===== src/rtl/eth_pkg.sv =====
// Shared ones-complement checksum helpers and the stage-1 beat payload.
package eth_pkg;

  localparam int unsigned CSUM_W = 16;
  localparam int unsigned FOLD_W = 32;

  typedef struct packed {
    logic              first;
    logic              last;
    logic              mode;
    logic [CSUM_W-1:0] seed;
    logic [CSUM_W-1:0] sum;
  } beat_sum_t;

  // 17-bit add with the carry wrapped back in; cannot carry a second time.
  function automatic logic [CSUM_W-1:0] csum_add16(input logic [CSUM_W-1:0] a,
                                                    input logic [CSUM_W-1:0] b);
    logic [CSUM_W:0] s;
    s = {1'b0, a} + {1'b0, b};
    return s[CSUM_W-1:0] + CSUM_W'(s[CSUM_W]);
  endfunction

  // Two end-around folds take any 32-bit partial sum down to 16 bits.
  function automatic logic [CSUM_W-1:0] csum_fold(input logic [FOLD_W-1:0] x);
    logic [FOLD_W-1:0] f;
    f = x;
    for (int i = 0; i < 2; i++) begin
      f = FOLD_W'(f[15:0]) + FOLD_W'(f[31:16]);
    end
    return f[CSUM_W-1:0];
  endfunction

endpackage


===== src/rtl/csum_beat_reduce.sv =====
// Masks trailing bytes of a last beat and reduces the beat's 16-bit words
// to one folded ones-complement partial sum.
module csum_beat_reduce
  import eth_pkg::*;
#(
  parameter int unsigned DATA_W  = 32,
  parameter int unsigned BYTES_W = $clog2(DATA_W/8) + 1
) (
  input  logic [DATA_W-1:0]  data,
  input  logic               last,
  input  logic [BYTES_W-1:0] bytes,
  output logic [CSUM_W-1:0]  sum_c
);

  localparam int unsigned NB = DATA_W / 8;
  localparam int unsigned NW = DATA_W / 16;

  logic [BYTES_W-1:0] keep_c;
  logic [DATA_W-1:0]  masked_c;
  logic [FOLD_W-1:0]  total_c;

  // A zero byte count on a last beat means the beat is full.
  always_comb begin
    keep_c   = (last && (bytes != '0)) ? bytes : BYTES_W'(NB);
    masked_c = data;
    for (int i = 0; i < NB; i++) begin
      if (BYTES_W'(i) >= keep_c) masked_c[DATA_W-1-8*i -: 8] = 8'h00;
    end
    total_c = '0;
    for (int j = 0; j < NW; j++) begin
      total_c = total_c + FOLD_W'(masked_c[DATA_W-1-16*j -: 16]);
    end
    sum_c = csum_fold(total_c);
  end

endmodule


===== src/rtl/csum16_stream.sv =====
// Pipelined RFC 1071 checksum engine: beat reduce, accumulate, result register.
// A blocked result stalls every stage together.
module csum16_stream
  import eth_pkg::*;
#(
  parameter int unsigned DATA_W  = 32,
  parameter int unsigned BYTES_W = $clog2(DATA_W/8) + 1
) (
  input  logic               clk,
  input  logic               rst_n,
  input  logic               s_valid,
  output logic               s_ready,
  input  logic [DATA_W-1:0]  s_data,
  input  logic               s_first,
  input  logic               s_last,
  input  logic [BYTES_W-1:0] s_bytes,
  input  logic [CSUM_W-1:0]  seed,
  input  logic               chk_mode,
  output logic               csum_valid,
  input  logic               csum_ready,
  output logic [CSUM_W-1:0]  csum,
  output logic               csum_ok
);

  logic              adv_c;
  logic [CSUM_W-1:0] beat_sum_c;
  beat_sum_t         s1_q, s1_d;
  logic              s1_valid_q, s1_valid_d;
  logic [CSUM_W-1:0] acc_q, acc_d, base_c, acc_next_c;
  logic              mode_q, mode_d, mode_c;
  logic              csum_valid_q, csum_valid_d;
  logic [CSUM_W-1:0] csum_q, csum_d;
  logic              csum_ok_q, csum_ok_d;

  csum_beat_reduce #(
    .DATA_W  (DATA_W),
    .BYTES_W (BYTES_W)
  ) u_reduce (
    .data  (s_data),
    .last  (s_last),
    .bytes (s_bytes),
    .sum_c (beat_sum_c)
  );

  assign adv_c      = !(csum_valid_q && !csum_ready);
  assign s_ready    = adv_c;
  assign csum_valid = csum_valid_q;
  assign csum       = csum_q;
  assign csum_ok    = csum_ok_q;

  // Stage 1: capture the reduced beat with its packet flags.
  always_comb begin
    s1_d       = s1_q;
    s1_valid_d = s1_valid_q;
    if (adv_c) begin
      s1_valid_d = s_valid;
      if (s_valid) begin
        s1_d = '{first: s_first, last: s_last, mode: chk_mode,
                 seed: seed, sum: beat_sum_c};
      end
    end
  end

  // Stage 2 and result register: a first beat restarts from its seed.
  always_comb begin
    base_c       = s1_q.first ? s1_q.seed : acc_q;
    acc_next_c   = csum_add16(base_c, s1_q.sum);
    mode_c       = s1_q.first ? s1_q.mode : mode_q;
    acc_d        = acc_q;
    mode_d       = mode_q;
    csum_valid_d = csum_valid_q;
    csum_d       = csum_q;
    csum_ok_d    = csum_ok_q;
    if (adv_c) begin
      csum_valid_d = s1_valid_q && s1_q.last;
      if (s1_valid_q) begin
        acc_d  = acc_next_c;
        mode_d = mode_c;
        if (s1_q.last) begin
          csum_d    = ~acc_next_c;
          csum_ok_d = mode_c && (acc_next_c == 16'hFFFF);
        end
      end
    end
  end

  always_ff @(posedge clk) begin
    if (!rst_n) begin
      s1_q         <= '0;
      s1_valid_q   <= 1'b0;
      acc_q        <= '0;
      mode_q       <= 1'b0;
      csum_valid_q <= 1'b0;
      csum_q       <= '0;
      csum_ok_q    <= 1'b0;
    end else begin
      s1_q         <= s1_d;
      s1_valid_q   <= s1_valid_d;
      acc_q        <= acc_d;
      mode_q       <= mode_d;
      csum_valid_q <= csum_valid_d;
      csum_q       <= csum_d;
      csum_ok_q    <= csum_ok_d;
    end
  end

endmodule


===== config.mk =====
export PLATFORM = sky130hd
export DESIGN_NAME = csum16_stream
export DESIGN_NICKNAME = d
export VERILOG_FILES = /design/src/rtl/eth_pkg.sv /design/src/rtl/csum_beat_reduce.sv /design/src/rtl/csum16_stream.sv
export SDC_FILE = /design/constraint.sdc
export NUM_CORES = 1
export LEC_CHECK = 0
export ABC_CLOCK_PERIOD_IN_PS = 14700
export CORE_UTILIZATION = 40
export CTS_BUF_LIST = sky130_fd_sc_hd__clkbuf_8
export CTS_CLUSTER_DIAMETER = 150
export DETAILED_ROUTE_END_ITERATION = 6
export GPL_TIMING_DRIVEN = 0
export PLACE_DENSITY = 0.72
export REMOVE_ABC_BUFFERS = 1
export SYNTH_ARGS = -nofsm -noshare
export SYNTH_HDL_FRONTEND = slang
export SYNTH_SLANG_ARGS = --single-unit

===== constraint.sdc =====
create_clock -name clk -period 14.7 [get_ports clk]
set_clock_uncertainty 0.1 [all_clocks]
set_input_delay 2.94 -clock clk [delete_from_list [all_inputs] [get_ports clk]]
set_output_delay 2.94 -clock clk [all_outputs]
set_load 0.005 [all_outputs]

==> results of run 1 <==
## layer usage
layer | global-route usage (%) | part of all wire [%] | up-vias
met5 | 0 | 0 | -
met4 | 6.17 | 1.6 | 0
met3 | 3.14 | 3.9 | 13
met2 | 29.4 | 45 | 114
met1 | 24.0 | 49 | 2311
li1 | - | - | 2739
## through the flow
stage               utilization, %  hold WS [ns]  instance area [µm²]  setup slack [ns]  std cells
floorplan                        -         0.333                 5510              6.23        696
global route                  48.4         0.369                 6740              3.93        969
finish                        48.4         0.356                 6740              4.80        969
global placement              46.6         0.342                 6500              4.30        952
CTS                           48.4         0.357                 6740              4.67        969
detailed placement            46.8         0.347                 6520              4.29        953
## worst max-delay path, delay by kind of cell
family	cells	cell delay [ns]
AOI/OAI and AO/OA	6	1.14
adders and majority gates	4	1.00
buffers and inverters	1	0.49
and+or+nand+nor	19	4.42
## cell usage after synthesis (all sizes together) (17+ instances only)
| library cell | count | area [µm²] |
|---|---|---|
| and2 | 19 | 121 |
| o21ai | 25 | 129 |
| nor3 | 17 | 85.1 |
| nand3 | 20 | 100 |
| xnor2 | 30 | 263 |
| a21oi | 75 | 375 |
| clkbuf | 36 | 156 |
| ha | 38 | 475 |
| nor2 | 56 | 213 |
| a211oi | 23 | 178 |
| nand2 | 105 | 394 |
| xor2 | 24 | 210 |
| dfxtp | 71 | 1420 |
## cells by family after synthesis
family / count (synthesis)
buffers and inverters: 59
AOI/OAI and AO/OA: 193
DFF: 71
muxes: 20
and+or+nand+nor: 301
adders and majority gates: 40
xor gates and xnor gates: 55
## report_power, final
part | leakage [nW] | total, W | switching (W) | internal, W
sequential | 0.582 | 0.000214 | 0.00000862 | 0.000205
combinational | 1.98 | 0.000212 | 0.000118 | 0.0000944
clock | 0.122 | 0.000175 | 0.0000721 | 0.000103
total | 2.68 | 0.000601 | 0.000198 | 0.000403
## cell type report
cell class / instances / area [µm²] / area share, %
multi-input cells: 609 / 4030 / 59.8
flip-flops and latches: 71 / 1420 / 21.1
repair buffers: 77 / 781 / 11.6
well taps: 180 / 225 / 3.34
clock buffers: 11 / 151 / 2.25
clock inverters: 5 / 72.6 / 1.08
inverters: 16 / 60.1 / 0.891
## flip-flops by register name, indices dropped and copies added (netlist names)
signal and flops:
s1_q 35, csum_valid 1, s1_valid_q 1, csum_ok 1
mode_q 1, acc_q 16, csum 16
## worst max-delay path by stage
stage,depth (start not counted),start,slack (ns),to
2_1_floorplan,29,s_bytes[0],6.23,s1_q[14]
3_3_place_gp,30,s_last,4.30,s1_q[14]
3_5_place_dp,30,s_last,4.29,s1_q[14]
4_1_cts,30,s_last,4.67,s1_q[14]
5_1_grt,31,s_bytes[1],3.93,s1_q[13]
6_report,30,s_bytes[0],4.80,s1_q[14]
==> summary.txt, run 1 <==
Adder-cell area share of the yosys netlist - 9.00%
Global-route wire length before repair - 21600 µm
H-Tree Depth - 3
# port buffers - 76
Critical path fanouts, max - 8
Fin. Hold Viols - 0
Hold path depth - 2
EDFF count, synth - 0
Main combinational cell family by area after synthesis - simple AND/OR/NAND/NOR gates
Die height - 122 µm
Top FF cell, synth - dfxtp_1
Required @ worst endpoint - 14.83 ns
Post-synthesis xor/xnor area fraction - 8.71%
DRC - 0
Share of cells above drive strength 1 - 6.46%
Final ANT Viol Nets - 0
Sequential fraction of the synthesis area - 24.8%
Post-synthesis compound-gate area fraction - 22.3%
GP Congestion - 0.874
CTS sink cnt - 71
Cts bufs inserted - 9
Worst setup EP type - flip-flop
Slew of the pin with the lowest slew margin - 1.18 ns
Synth Area in Simple Gates - 26.5%
IO Count - 77
WP data arrival - 10.03 ns
Root buffer cell - clkbuf_8
R2r setup slk - 9.10 ns
Die Span X - 122 µm
Yosys reg bits - 71
Final WL - 12600 µm
Initial antenna violation count - 0
GRT Util Overall - 18.1%
CP startpoint kind - primary input
Setup Buffers After CTS - 0
Hold-fix buffers at CTS - 0
RSZ-0062 raised after global routing - false
Worst r2r src - s1_q[34]
Largest stage delay on the critical path - 0.96 ns
Commonest non-fill, non-tap cell in the layout - nand2_1
Outcome - complete, no violations
Largest net degree at the start of global routing - 37
# rows - 43
Clock transition at path regs - 0.07 ns
Synth warn - 0
Grt total ovfl - 0
Worst-Skew Late Latency - 0.35 ns
Max Cap Viol - 0
Diode count - 0
Crit Path Category - in2reg
Reg2reg end - csum_ok
Fmax - 0.101 GHz
Finish-stage setup viols - 0
Average size of a mapped cell - 7.75 µm²
Die ar. - 14800 µm²
Commonest non-fill, non-tap cells in the layout - 105 x nand2_1, 76 x clkdlybuf4s50_1, 75 x a21oi_1
Number of global-route vias before repair - 4623
Setup TNS - 0 ns
Post-CTS Resized - 0
Final period utilization - 67.3%
Hold EP - s1_q[23]
Final min period - 9.90 ns
Net count, final - 882
Power Total - 0.000601 W
Post-DP HPWL - 9490 µm
Filler cells - 1377
Clock tree buffer depth - 2
Vias post-DR - 5177
DR pass1 iterations - 4
Relative slew slack - 21.4%
HP Class - reg2reg
Post-Syn Area - 5730 µm²
Max-slew violations - 0
Pleak - 2.68 nW
HP Start - s1_q[23]
Initial Util - 41.1%
Ys async rst share - 0%
Placeable Area - 13900 µm²
Post-synthesis mux area share - 3.84%
Initial drt markers - 306
FF-to-FF path depth - 18
Max IR drop VDD - 0.0420 mV
Vias per cell - 5.34
CTS tree - yes
Routed len/inst - 13.0 µm
Power per cell area - 89.2 nW/µm²
Worst-path cell with the longest stage delay - nor4bb_1
Synth Instances - 739
Syn-to-layout area delta - 17.6%
Yosys cell types - 79
No activity file was read; power rests on OpenSTA's default activity.
==> inputs of run 2 (changes only) <==
--- a/config.mk
+++ b/config.mk
@@ -5,13 +5,13 @@
 export SDC_FILE = /design/constraint.sdc
 export NUM_CORES = 1
 export LEC_CHECK = 0
-export ABC_CLOCK_PERIOD_IN_PS = 14700
+export ABC_CLOCK_PERIOD_IN_PS = 8800
 export CORE_UTILIZATION = 40
 export CTS_BUF_LIST = sky130_fd_sc_hd__clkbuf_8
 export CTS_CLUSTER_DIAMETER = 150
 export DETAILED_ROUTE_END_ITERATION = 6
 export GPL_TIMING_DRIVEN = 0
-export PLACE_DENSITY = 0.72
+export PLACE_DENSITY = 0.75
 export REMOVE_ABC_BUFFERS = 1
 export SYNTH_ARGS = -nofsm -noshare
 export SYNTH_HDL_FRONTEND = slang
==> constraint.sdc (replaced) <==
create_clock -name clk -period 8.8 [get_ports clk]
set_clock_uncertainty 0.1 [all_clocks]
set_input_delay 1.76 -clock clk [delete_from_list [all_inputs] [get_ports clk]]
set_output_delay 1.76 -clock clk [all_outputs]
set_load 0.005 [all_outputs]
==> summary.txt, run 2 (synthesis results as in run 1) <==
Finish-stage setup viols - 0 (unchanged)
Clock power frac - 27.6% (-1.6 points)
CTS sink cnt - 71 (unchanged)
Outcome - complete, no violations
# port buffers - 76 (unchanged)
Sequential Power Share - 36.1% (+0.6 points)
Relative slew slack - 18.6% (-2.8 points)
Largest stage delay on the critical path - 0.56 ns (-0.40 ns)
Hold-fix buffers at CTS - 0 (unchanged)
Diode count - 0 (unchanged)
Max-slew violations - 0 (unchanged)
Sw Share - 34.5% (+1.5 points)
Final WL - 12600 µm (-0.27%)
Setup Buffers After CTS - 0 (unchanged)
Required @ worst endpoint - 8.96 ns (-5.87 ns)
Worst Hold Slack - 0.358 ns (+0.00119 ns)
Die ar. - 14800 µm² (unchanged)
Crit Path Category - in2reg
GR peak layer - met2
Die height - 122 µm (unchanged)
CTS tree - yes
Fmax - 0.125 GHz
Number of global-route vias before repair - 4753 (+2.8%)
GRT Util Overall - 18.1% (about the same)
Sw power - 0.000340 W (+72%)
Largest Register - s1_q
RSZ-0062 raised after global routing - false
Finished Cell Area - 6760 µm² (+0.20%)
GP Congestion - 0.869 (-0.50%)
Post-CTS Resized - 1 (+1)
Slew of the pin with the lowest slew margin - 1.22 ns (+0.0452 ns)
Grt total ovfl - 0 (unchanged)
Vias per cell - 5.38 (+0.71%)
CP startpoint kind - primary input
Met1 Use GR - 23.9% (-0.16 points)
Global-route wire length before repair - 21700 µm (+0.44%)
Final period utilization - 90.9%
Worst r2r src - s1_q[34]
Initial Util - 41.1% (unchanged)
Worst-Skew Late Latency - 0.37 ns (+0.02 ns)
Cts bufs inserted - 9 (unchanged)
Syn-to-layout area delta - 17.9%
Post-DP HPWL - 9600 µm (+1.2%)
Final min period - 8.00 ns
Placeable Area - 13900 µm² (unchanged)
Initial antenna violation count - 0 (unchanged)
Commonest non-fill, non-tap cell in the layout - nand2_1
Die Span X - 122 µm (unchanged)
Vias post-DR - 5214 (+0.71%)
Root buffer cell - clkbuf_8
Met3 Usage GRT - 2.72% (-0.42 points)
DR pass1 iterations - 4 (unchanged)
Clock tree buffer depth - 2 (unchanged)
HP Class - reg2reg
Worst-path cell with the longest stage delay - or4_1
HP Start - csum[3]
Multi-input logic area - 4060 µm² (+0.74%)
H-Tree Depth - 3 (unchanged)
Fin. Hold Viols - 0 (unchanged)
Share of cells above drive strength 1 - 6.97% (+0.51 points)
Met2 usage - 29.9% (+0.46 points)
Critical path fanouts, max - 9 (+1)
Final ANT Viol Nets - 0 (unchanged)
P_int - 0.000647 W (+61%)
Initial drt markers - 214 (-30%)
Placed Area - 6520 µm² (unchanged)
Routed len/inst - 13.0 µm (-0.27%)
Largest net degree at the start of global routing - 42 (+14%)
Reg area - 1420 µm² (unchanged)
Max FFs per register - 35 (unchanged)
Max IR drop VDD - 0.0649 mV (+54%)
Power per cell area - 146 nW/µm² (+64%)
DRC - 0 (unchanged)
Crit path from - s_bytes[1]
Max Cap Viol - 0 (unchanged)
Clock transition at path regs - 0.08 ns (about the same)
# rows - 43 (unchanged)
Pleak - 2.68 nW (-0.10%)
Commonest non-fill, non-tap cells in the layout - 105 x nand2_1, 76 x clkdlybuf4s50_1, 75 x a21oi_1
Logic pwr share - 36.3% (+1.0 points)
Filler cells - 1405 (+2.0%)
Net count, final - 882 (unchanged)
WP data arrival - 8.16 ns (-1.87 ns)
Worst setup EP type - flip-flop
IO Count - 77 (unchanged)
## run 2: changes by cell type in the layout (fill, tap and decap cells not counted), sizes merged
cell      change
clkinv        +2
inv           -2
bufinv        -1
clkinvlp      +1
## run 2: cell type report
class / instances / area share (%)
Clock buffer: 11 / 2.24
Clock inverter: 5 / 0.833
Tap cell: 180 / 3.33
Multi-Input combinational cell: 609 / 60.1
Inverter: 16 / 0.889
Sequential cell: 71 / 21.0
Timing Repair Buffer: 77 / 11.6
## run 2: critical path, delay by kind of cell
kind | cells | cell delay, ns
buffers and inverters | 2 | 0.55
AOI/OAI and AO/OA | 6 | 0.97
and+or+nand+nor | 20 | 3.66
adders and majority gates | 5 | 1.20
## run 2: power by group through the flow
stage	sequential (W)	combinational, W	clock, W
after floorplan	0.000360	0.000267	0
after global placement	0.000363	0.000347	0
after detailed placement	0.000364	0.000354	0
after CTS	0.000357	0.000356	0.000278
after global routing	0.000360	0.000403	0.000293
final	0.000357	0.000358	0.000273
## run 2: metal layers
metal | vias to the layer above | wire length (µm)
met5 | - | 0
met4 | 0 | 220
met3 | 12 | 412
met2 | 109 | 5690
met1 | 2349 | 6280
li1 | 2744 | -
## run 2: through the flow
step / util [%] / setup TNS [ns] / cells / setup slack, ns / power (W)
2_1_floorplan: - / 0 / 696 / 1.51 / 0.000627
6_report: 48.5 / 0 / 969 / 0.803 / 0.000987
3_5_place_dp: 46.8 / -1.97 / 953 / -0.416 / 0.000718
3_3_place_gp: 46.6 / -0.934 / 952 / -0.339 / 0.000711
5_1_grt: 48.5 / 0 / 969 / 0.168 / 0.00106
4_1_cts: 48.3 / 0 / 969 / 0.0491 / 0.000992
## run 2: final timing paths
| path | endpoint | slack [ns] | depth (start not counted) |
|---|---|---|---|
| max reg2reg | csum_ok | 3.25 | 18 |
| min | csum[3] | 0.36 | 2 |
| max | s1_q[14] | 0.80 | 33 |
| min reg2reg | csum[3] | 0.36 | 2 |
==> patch, RTL diff (flow settings as in run 1) <==
`DATA_W` is set to 32 in 2 places; all go to 16.
--- a/src/rtl/csum_beat_reduce.sv
+++ b/src/rtl/csum_beat_reduce.sv
@@ -5,3 +5,3 @@
 #(
-  parameter int unsigned DATA_W  = 32,
+  parameter int unsigned DATA_W  = 16,
   parameter int unsigned BYTES_W = $clog2(DATA_W/8) + 1
--- a/src/rtl/csum16_stream.sv
+++ b/src/rtl/csum16_stream.sv
@@ -5,3 +5,3 @@
 #(
-  parameter int unsigned DATA_W  = 32,
+  parameter int unsigned DATA_W  = 16,
   parameter int unsigned BYTES_W = $clog2(DATA_W/8) + 1
Ports: changed (resized s_bytes and s_data); port bits go from 77 to 60. The function was not compared with the original's and may differ.
==> patch against run 1 <==
  * Synthesized area shrank 31%
  * Sequential cell count is the same
  * Non-clock buffer count shrank 18
  * Synthesized cell count shrank 34%
  * Count of clock-buffer cells in the layout shrank 1
  * Routed wire length shrank 23%
  * Cell area shrank 28%
  * Clock power is essentially flat
  * Power shrank 20%
  * Worst setup slack gained 2700 ps
  * Register-to-register slack lost 640 ps
  * Hold slack gained 1.6 ps
  * Utilization grew 1.7 points
  * Highest routed layer unchanged
==> patch: results (changes against run 1) <==
- Status: completed (unchanged)
- Overall Global Routing Usage: 0.195 (was 0.181)
- Count of different cell masters after synthesis: 62 (was 79)
- Max reg flops: 35 (unchanged)
- Arr. time, crit path: 4160 ps (was 10,030 ps)
- Antenna diodes: 0 (unchanged)
- Fillers: 945 (was 1,377)
- Register area share after synthesis: 0.358 (was 0.248)
- First-pass GRT wire length: 15,500 um (was 21,600 um)
- Vias in the first global route: 3,296 (was 4,623)
- Leakage power: 1.88 nW (was 2.68 nW)
- Initial DRC count: 139 (was 306)
- Hold path startpoint: s1_q[28] (was s1_q[23])
- CP max-delay cell: clkdlybuf4s50_1 (was nor4bb_1)
- Largest net degree at the start of global routing: 70 (was 37)
- Gpl congestion: 0.834 (was 0.874)
- Wire length per cell: 14.5 um (was 13.0 um)
- Placement Setup Slack: 7510 ps (was 4290 ps)
- Critical path launch point: csum_ready (was s_bytes[0])
- Share of layout cells above drive strength 1: 0.0819 (was 0.0646)
- Maximum VDD drop: 0.0413 mV (was 0.0420 mV)
- Post-layout net count: 592 (was 882)
- Hpwl dp: 6870 um (was 9490 um)
- Max incr delay on CP: 540 ps (was 960 ps)
- Worst slew margin: 0.105 (was 0.214)
- Vias per cell: 5.32 (was 5.34)
==> patch: cell types whose count changed after synthesis, sizes merged, moves of 10 or more <==
cell / delta
a21oi: -21
xnor2: -17
nand2: -12
ha: -20
and2: -14
clkbuf: -12
and3: -13
nand3: -15
a21o: -10
xor2: -19
nor2b: -13
o21ai: -19
==> patch: worst max-delay path: cells and delay by family <==
family,cells,cell delay [ps]
buffers and inverters,2,1000
AND/OR/NAND/NOR,1,220
==> patch: metal layers <==
layer,wire [um],global-route usage
met1,4310,0.227
met3,311,0.0324
met2,4880,0.352
met4,244,0.0792
met5,0,0
==> patch: cells by family after synthesis <==
group,synth area share
AO/OA/AOI/OAI,0.195
AND/OR/NAND/NOR,0.234
buffers and inverters,0.0362
adder cells (fa/ha/maj),0.0618
multiplexers,0.0589
XOR/XNOR,0.0558
flip-flops,0.358
==> patch: where the power goes <==
group          total, mW  internal (mW)  switching, mW
Clock              0.175         0.0996         0.0753
Combinational     0.0954         0.0436         0.0519
Sequential         0.208          0.202        0.00625
==> patch: final timing paths <==
path / end / slack [ps] / depth (start not counted)
worst min-delay path: s1_q[28] / 360 / 2
worst max register to register: csum_ok / 8460 / 21
worst max-delay path: s_ready / 7500 / 3
worst min register to register: s1_q[28] / 360 / 2
==> patch: cell type report <==
class,count,area [um2],area share
clock buffers,10,138,0.0284
clock inverters,6,85.1,0.0175
inverters,11,42.5,0.00877
multi-input cells,380,2410,0.496
flip-flops and latches,71,1420,0.293
well taps,133,166,0.0343
repair buffers,59,591,0.122
==> patch: stage by stage <==
step	hold slack [ps]	std cells	area, um2
CTS	357	670	4850
finish	358	670	4850
global route	374	670	4850
detailed placement	345	654	4630
floorplan	333	462	3870
global placement	341	654	4630
